## src/rtl/obj_motion_ctrl.sv

```systemverilog
// obj_motion_ctrl: per-fruit trajectory sequencer driving one sprite renderer once per frame.
// Define OBJ_MOTION_WRAP_X_EN to wrap horizontally instead of ending the flight at the side edges.
module obj_motion_ctrl #(
  parameter int SCREEN_W = 640,
  parameter int SCREEN_H = 480,
  parameter int GRAVITY  = 1
) (
  input  logic        clk,
  input  logic        rst,
  input  logic        frame_tick,
  input  logic        launch,
  input  logic [9:0]  launch_x,
  input  logic [7:0]  launch_vx,
  input  logic [7:0]  launch_vy,
  input  logic [31:0] Tx,
  input  logic [31:0] Ty,
  input  logic [9:0]  width,
  input  logic [8:0]  height,
  input  logic        slice,
  output logic [9:0]  posx,
  output logic [8:0]  posy,
  output logic        visible,
  output logic        busy,
  output logic        sliced,
  output logic        done
);
  localparam logic signed [11:0] XW = 12'(SCREEN_W);
  localparam logic signed [10:0] YH = 11'(SCREEN_H);
  localparam logic signed [8:0]  G9 = 9'(GRAVITY);
  typedef enum logic [1:0] {IDLE, FLY, CHECK} state_t;
  state_t state, state_n;
  logic signed [11:0] x, x_n;
  logic signed [10:0] y, y_n;
  logic signed [7:0]  vx, vx_n, vy, vy_n, vy_sat;
  logic signed [8:0]  vy_g;
  logic signed [12:0] xw;
  logic signed [11:0] yh;
  logic [31:0] cx, cx_n, cy, cy_n, tx_m1, ty_m1;
  logic upd_x, upd_y, exit_h, exit_v, sliced_n, done_n, vis_c;
  logic [9:0] posx_c;
  logic [8:0] posy_c;
  assign busy   = state != IDLE;
  assign tx_m1  = (Tx == 32'd0) ? 32'd0 : Tx - 32'd1;
  assign ty_m1  = (Ty == 32'd0) ? 32'd0 : Ty - 32'd1;
  assign upd_x  = cx >= tx_m1;
  assign upd_y  = cy >= ty_m1;
  assign vy_g   = 9'(vy) + G9;
  assign vy_sat = (vy_g > 9'sd127) ? 8'sh7f : (vy_g < -9'sd128) ? 8'sh80 : vy_g[7:0];
  assign xw     = 13'(x) + $signed({3'b0, width});
  assign yh     = 12'(y) + $signed({3'b0, height});
  assign exit_v = (y >= YH) && (vy > 8'sd0);
`ifdef OBJ_MOTION_WRAP_X_EN
  assign exit_h = 1'b0;
`else
  assign exit_h = (x >= XW) || (xw <= 13'sd0);
`endif
  assign vis_c  = busy && (x < XW) && (xw > 13'sd0) && (y < YH) && (yh > 12'sd0);
  assign posx_c = (x < 12'sd0) ? 10'd0 : (x >= XW) ? 10'(SCREEN_W - 1) : x[9:0];
  assign posy_c = (y < 11'sd0) ? 9'd0 : (y >= YH) ? 9'(SCREEN_H - 1) : y[8:0];
  always_comb begin
    state_n  = state;
    x_n      = x;
    y_n      = y;
    vx_n     = vx;
    vy_n     = vy;
    cx_n     = cx;
    cy_n     = cy;
    sliced_n = sliced;
    done_n   = 1'b0;
    case (state)
      IDLE: if (launch) begin
        state_n  = FLY;
        x_n      = {2'b0, launch_x};
        y_n      = YH;
        vx_n     = launch_vx;
        vy_n     = launch_vy;
        cx_n     = '0;
        cy_n     = '0;
        sliced_n = 1'b0;
      end
      FLY: if (frame_tick) begin
        state_n = CHECK;
        cx_n    = upd_x ? 32'd0 : cx + 32'd1;
        x_n     = upd_x ? x + 12'(vx) : x;
        cy_n    = upd_y ? 32'd0 : cy + 32'd1;
        y_n     = upd_y ? y + 11'(vy) : y;
        vy_n    = upd_y ? vy_sat : vy;
      end
      CHECK: begin
        state_n = (exit_v || exit_h) ? IDLE : FLY;
        done_n  = exit_v || exit_h;
`ifdef OBJ_MOTION_WRAP_X_EN
        x_n = (x >= XW) ? -$signed({2'b0, width}) : (xw <= 13'sd0) ? XW - 12'sd1 : x;
`endif
      end
      default: state_n = IDLE;
    endcase
    // slice acts on the post-update vy so a same-cycle update is not lost
    if (slice && state != IDLE) begin
      sliced_n = 1'b1;
      vy_n     = (vy_n < 8'sd0) ? 8'sd0 : vy_n;
    end
  end
  always_ff @(posedge clk) begin
    if (rst) begin
      state   <= IDLE;
      x       <= '0;
      y       <= '0;
      vx      <= '0;
      vy      <= '0;
      cx      <= '0;
      cy      <= '0;
      sliced  <= 1'b0;
      done    <= 1'b0;
      posx    <= '0;
      posy    <= '0;
      visible <= 1'b0;
    end else begin
      state   <= state_n;
      x       <= x_n;
      y       <= y_n;
      vx      <= vx_n;
      vy      <= vy_n;
      cx      <= cx_n;
      cy      <= cy_n;
      sliced  <= sliced_n;
      done    <= done_n;
      posx    <= posx_c;
      posy    <= posy_c;
      visible <= vis_c;
    end
  end
endmodule

```

## config.mk

```make
export PLATFORM = sky130hd
export DESIGN_NAME = obj_motion_ctrl
export DESIGN_NICKNAME = d
export VERILOG_FILES = /design/src/rtl/obj_motion_ctrl.sv
export SDC_FILE = /design/constraint.sdc
export NUM_CORES = 1
export LEC_CHECK = 0
export CAP_MARGIN = 20
export CORE_UTILIZATION = 35
export CTS_BUF_LIST = sky130_fd_sc_hd__clkbuf_8
export DETAILED_ROUTE_END_ITERATION = 8
export PLACE_DENSITY = 0.64
export SYNTH_ARGS = -nofsm -noshare
export SYNTH_HDL_FRONTEND = slang
export SYNTH_SLANG_ARGS = --single-unit
```

## constraint.sdc

```tcl
create_clock -name clk -period 16 [get_ports clk]
set_clock_uncertainty 0.05 [all_clocks]
set_input_delay 4 -clock clk [delete_from_list [all_inputs] [get_ports clk]]
set_output_delay 4 -clock clk [all_outputs]
set_load 0.005 [all_outputs]
```

==> results of run 1 <==
-- path summary, 6_finish.rpt --
kind	from	to	slack [ns]	depth (start not counted)
hold / removal	sliced	sliced	0.41	2
setup reg to reg	cy[29]	cy[15]	12.48	8
hold reg to reg	sliced	sliced	0.41	2
setup / recovery	Ty[5]	cy[15]	6.35	17
-- metrics by stage --
stage	total power [mW]	setup WS, ns	cell area (µm²)
6_report	0.832	6.35	12400
3_3_place_gp	0.566	5.92	12000
5_1_grt	0.879	5.83	12400
2_1_floorplan	0.487	7.56	10200
4_1_cts	0.839	6.24	12300
3_5_place_dp	0.570	5.79	12000
-- metal layers --
layer | up-vias | global-route usage, % | part of all wire, %
met5 | - | 0 | 0
met4 | 0 | 4.94 | 1.2
met3 | 24 | 2.31 | 3.4
met2 | 207 | 31.0 | 47
met1 | 4575 | 23.4 | 49
li1 | 5070 | - | -
-- cell type report --
type	instances	area [µm²]	share of cell area, %
clock buffer	20	275	2.23
clock inverter	12	93.8	0.760
inverter	38	143	1.15
multi-input combinational	1127	7390	59.8
sequential	127	2540	20.6
tap	384	480	3.89
timing repair buffer	146	1430	11.6
-- registers in the layout, summed over array words and instances, names as in the netlist --
signal	cells
cx	32
cy	32
done	1
posx	10
posy	9
sliced	1
state	2
visible	1
vx	8
vy	8
x	12
y	11
-- power breakdown --
part / leakage, nW / switching [mW] / internal [mW]
registers: 1.03 / 0.0194 / 0.330
clock network: 0.187 / 0.135 / 0.133
logic: 3.61 / 0.111 / 0.104
-- cell families (layout without fill, tap and decap cells) --
| kind of cell | Yosys count | count (layout) | share of synthesized area, % |
|---|---|---|---|
| xor gates and xnor gates | 114 | 114 | 9.75 |
| buffers and inverters | 81 | 216 | 3.14 |
| AOI/OAI and AO/OA | 325 | 325 | 20.1 |
| and+or+nand+nor | 565 | 565 | 26.9 |
| adders and majority gates | 116 | 116 | 14.5 |
| muxes | 7 | 7 | 0.831 |
| DFF | 127 | 127 | 24.8 |
-- Yosys cell counts (36+ instances only) --
master	count
nor2_1	135
nor3_1	39
nand3_1	44
xnor2_1	52
ha_1	112
dfxtp_1	127
inv_1	36
o21ai_0	73
a21oi_1	93
xor2_1	62
clkbuf_1	38
nand2_1	187
-- worst max-delay path: stages --
cell and delay (ns):
clkdlybuf4s50_1 0.45, or4_1 0.61, nor4_1 0.82, nand4bb_1 0.23, or3_1 0.38, nor2_1 0.22, nand2_1 0.11, nor3b_1 0.19
a21oi_1 0.06, ha_1 0.27, and3_1 0.19, o21a_1 0.10, a211oi_1 0.64, o211ai_1 0.37, nor2_2 0.85, nand2_1 0.16
o41ai_1 0.28
==> flow_metrics.tcl, run 1 <==
set metrics [dict create \
    max_freq_ghz 0.104 \
    min_period_ns 9.65 \
    wire_per_inst_um 14.4 \
    postRouteAntennaNets 0 \
    outcome "finished clean" \
    grt_first_pass_wirelength_um 44800 \
    slew_viol_final 0 \
    crit_arrival_ns 9.93 \
    cts-resized-gates 0 \
    setup_violations 0 \
    syn_inst 1335 \
    post-route-period-util_pct 60.3 \
    start_util_pct 35.7 \
    htreeDepth 4 \
    ys.flop_type "dfxtp_1" \
    post_cts_buffers 0 \
    area_growth_pct 20.7 \
    netlist.top_cell.by_area "dfxtp_1" \
    synth_seq_area_share_pct 24.8 \
    fin_cells 1854 \
    synth.top_cell.area_share_pct 24.8 \
    clk_pin_slew_ns 0.07 \
    cp.required_ns 16.28 \
    firstDrtPassIters 6 \
    crit_type "input pin to flop" \
    drtIter0Drc 639 \
    wl_um 26700 \
    avgSynthCellArea_um2 7.67 \
    cts_hold_buffers 0 \
    cts_tree "yes" \
    ys_warn_count 0 \
    synth_cell_types 77 \
    synth.area.top_cells "dfxtp_1 (25%), ha_1 (14%), nand2_1 (6.9%)" \
    syn_area_mm2 0.0102 \
    p_leak_nw 4.83 \
    nets 1687 \
    clock_latency_ns 0.45 \
    drc 0 \
    coreArea_mm2 0.0287 \
    worstHoldPathType "flop to flop" \
    rows 62 \
    die_y_um 173 \
    fill_cells 2945 \
    synth_edf_count 0 \
    layout-drive-gt1-share_pct 4.90 \
    rsz0062_at_grt "no" \
    port_buffers 136 \
    dpl.cell_count 1821 \
    tightest_slew_ns 0.991 \
    dieArea_mm2 0.0299 \
    hpwl_um 20700 \
    mostFrequentLayoutCells "nand2_1 (187), clkdlybuf4s50_1 (135), nor2_1 (134), dfxtp_1 (127), ha_1 (112)" \
    via_count 9876 \
    hold_viol_final 0 \
    avgViaCountPerCell 5.33 \
    gp_congestion 0.897 \
    holdWs_ns 0.413 \
    ys_seq_elements 127 \
    ir_worst_vdd_mv 0.0517 \
    tritoncts.num_buffers 17 \
    clock_path_buffers 2 \
    final_core_util_pct 43.0 \
    path_max_fanout 25 \
    layout_commonest_cell "nand2_1" \
    synth_fp_nets 1565 \
    die_w_um 173 \
    cp-end-kind "flop" \
    grt-ovfl-total 0 \
    io_pins 137 \
    antenna_found_initial 0 \
    clock-sinks 127 \
    grt_max_degree 49 \
    slew_headroom_pct 33.9 \
    grt_use_total_pct 18.0 \
    cts-root-buf "clkbuf_8" \
    n_antenna_cell 0 \
    tns_ns 0 \
    maxCapViolations 0 \
    crit_path_start_kind "input pin" \
    cellPowerDensity_mw_per_mm2 67.3 \
    async_flop_share_pct 0 \
    grt_pass1_vias 9330 \
]
No activity file was read; power rests on OpenSTA's default activity.
==> inputs of run 2 (changes only) <==
Clock period 16 ns to 9.3 ns, I/O delays scaled along.
==> run 2 against run 1 <==
Non-clock buffer count increased by 2. Die area stayed put. Clock power grew 82%. Highest routed layer unchanged. Via count shrank 0.22%. Sequential share of layout area hardly changed.
==> flow_metrics.tcl, run 2 (synthesis gave the netlist of run 1 again) <==
set metrics [dict create \
    outcome "finished clean" \
    rsz0062_at_grt "no" \
    grt_pass1_vias 9374 \
    start_util_pct 35.7 \
    die_w_um 173 \
    cts-root-buf "clkbuf_8" \
    grt-ovfl-total 0 \
    die_y_um 173 \
    avgViaCountPerCell 5.31 \
    firstDrtPassIters 5 \
    crit_path_start_kind "input pin" \
    area_growth_pct 20.9 \
    maxCapViolations 0 \
    r2r_slack_ns 5.91 \
    post_cts_buffers 0 \
    worstReg2RegStart "x[2]" \
    tritoncts.num_buffers 17 \
    clock-sinks 127 \
    min_period_ns 7.50 \
    layout-drive-gt1-share_pct 5.03 \
    antenna_found_initial 0 \
    nets 1689 \
    fin_ws_ns 1.80 \
    clk_pin_slew_ns 0.09 \
    hold_end "vx[2]" \
    grt_use_total_pct 18.3 \
    min-delay-start "vx[2]" \
    place_ws_ns 1.30 \
    min_path_cells 2 \
    p_leak_nw 4.84 \
    n_antenna_cell 0 \
    swShare_pct 33.8 \
    cellPowerDensity_mw_per_mm2 118 \
    hold_viol_final 0 \
    gp_congestion 0.870 \
    critical_path_buf_inv_count 1 \
    wl_um 27400 \
    multiInputGateArea_mm2 0.00738 \
    mostFrequentLayoutCells "nand2_1 (187), nor2_1 (135), clkdlybuf4s50_1 (135), dfxtp_1 (127), ha_1 (112)" \
    postRouteAntennaNets 0 \
    htreeDepth 4 \
    path_max_fanout 26 \
    max_freq_ghz 0.133 \
    critical_path.max_stage_delay_ns 0.62 \
    rows 62 \
    r2r_cells 9 \
    worstHoldPathType "flop to flop" \
    crit_chain "clkdlybuf4s50_1, or4_4, nor4_4, nand4_2, or4_1, or4_1, or2_1, and2_1, ha_1, nor3b_1, o21ai_0, a211oi_1, o211ai_1, a21oi_1, nor2_1, or4b_2, a31oi_1" \
    register_area_mm2 0.00254 \
    coreArea_mm2 0.0287 \
    clock_latency_ns 0.46 \
    cts-resized-gates 0 \
    post-route-period-util_pct 80.7 \
    ir_worst_vdd_mv 0.0891 \
    p_switching_mw 0.494 \
    cts_tree "yes" \
    slew_headroom_pct 37.2 \
    hpwl_um 21100 \
    clock_path_buffers 2 \
    grt_first_pass_wirelength_um 45500 \
    tightest_slew_ns 0.939 \
    layout_commonest_cell "nand2_1" \
    drc 0 \
    cpMostUsedCell "or4_1" \
    slew_viol_final 0 \
    io_pins 137 \
    via_count 9854 \
    top_regs "cx (32), cy (32), x (12)" \
    tns_ns 0 \
    port_buffers 136 \
    crit_slowest_cell "or4b_2" \
    cp.required_ns 9.64 \
    crit_type "input pin to flop" \
    cp-end-kind "flop" \
    grt_max_degree 49 \
    cts_hold_buffers 0 \
    dieArea_mm2 0.0299 \
    r2r_end "x[11]" \
    setup_violations 0 \
    crit_arrival_ns 7.84 \
    clkPwrFrac_pct 33.4 \
    internal_power_mw 0.967 \
    fill_cells 2945 \
    wire_per_inst_um 14.7 \
    p_comb_share_pct 25.4 \
    path_delay_family "simple AND/OR/NAND/NOR gates" \
    power_frac_seq_pct 41.1 \
    drtIter0Drc 550 \
]
## run 2: changes by cell type in the layout (fill, tap and decap cells not counted)
cell        change
clkinv_2        -5
nor2_1          +1
nor2_2          -1
clkinv_4        +3
inv_1           -1
clkinvlp_4      -3
buf_4           +2
inv_6           +8
clkbuf_8        -3
inv_8           +1
## run 2: through the flow
stage	utilization, %	power [mW]	instance area (µm²)	cells	hold slack [ns]
detailed placement	41.8	0.985	12000	1824	0.411
CTS	43.1	1.47	12400	1856	0.423
global route	43.1	1.54	12400	1856	0.443
global placement	41.8	0.978	12000	1824	0.412
finish	43.1	1.46	12400	1856	0.425
floorplan	-	0.838	10200	1335	0.390
## run 2: worst max path at each step
stage	start	endpoint	slack, ns	depth (start not counted)
global route	Tx[9]	x[7]	1.38	18
floorplan	Tx[9]	x[10]	2.54	21
detailed placement	Tx[9]	x[11]	1.30	17
finish	Tx[9]	x[11]	1.80	17
CTS	Tx[9]	x[11]	1.78	17
global placement	Tx[9]	x[11]	1.45	17
## run 2: worst min-delay path: cells and delay by family, from the launching register on
kind / cells / cell delay [ns]
flops: 1 / 0.33
simple gates: 1 / 0.05
compound gates: 1 / 0.05
## run 2: power groups by stage
stage	Sequential (mW)	Clock, mW	Combinational (mW)
CTS	0.601	0.500	0.374
finish	0.601	0.489	0.372
global route	0.605	0.522	0.415
floorplan	0.597	0	0.241
detailed placement	0.613	0	0.371
global placement	0.613	0	0.365
## run 2: final cells by class
class | instances | area share [%]
Clock buffer | 17 | 1.89
Inverter | 38 | 1.15
Clock inverter | 15 | 1.21
Multi-Input combinational cell | 1127 | 59.6
Tap cell | 384 | 3.88
Sequential cell | 127 | 20.5
Timing Repair Buffer | 148 | 11.7
## run 2: per-layer routing
metal	vias up	share of wire, %	routed length (µm)	track usage, %
met5	-	0	0	0
met4	0	1.7	454	5.53
met3	30	2.9	785	2.35
met2	192	47	12800	31.5
met1	4557	49	13300	23.7
li1	5075	-	-	-
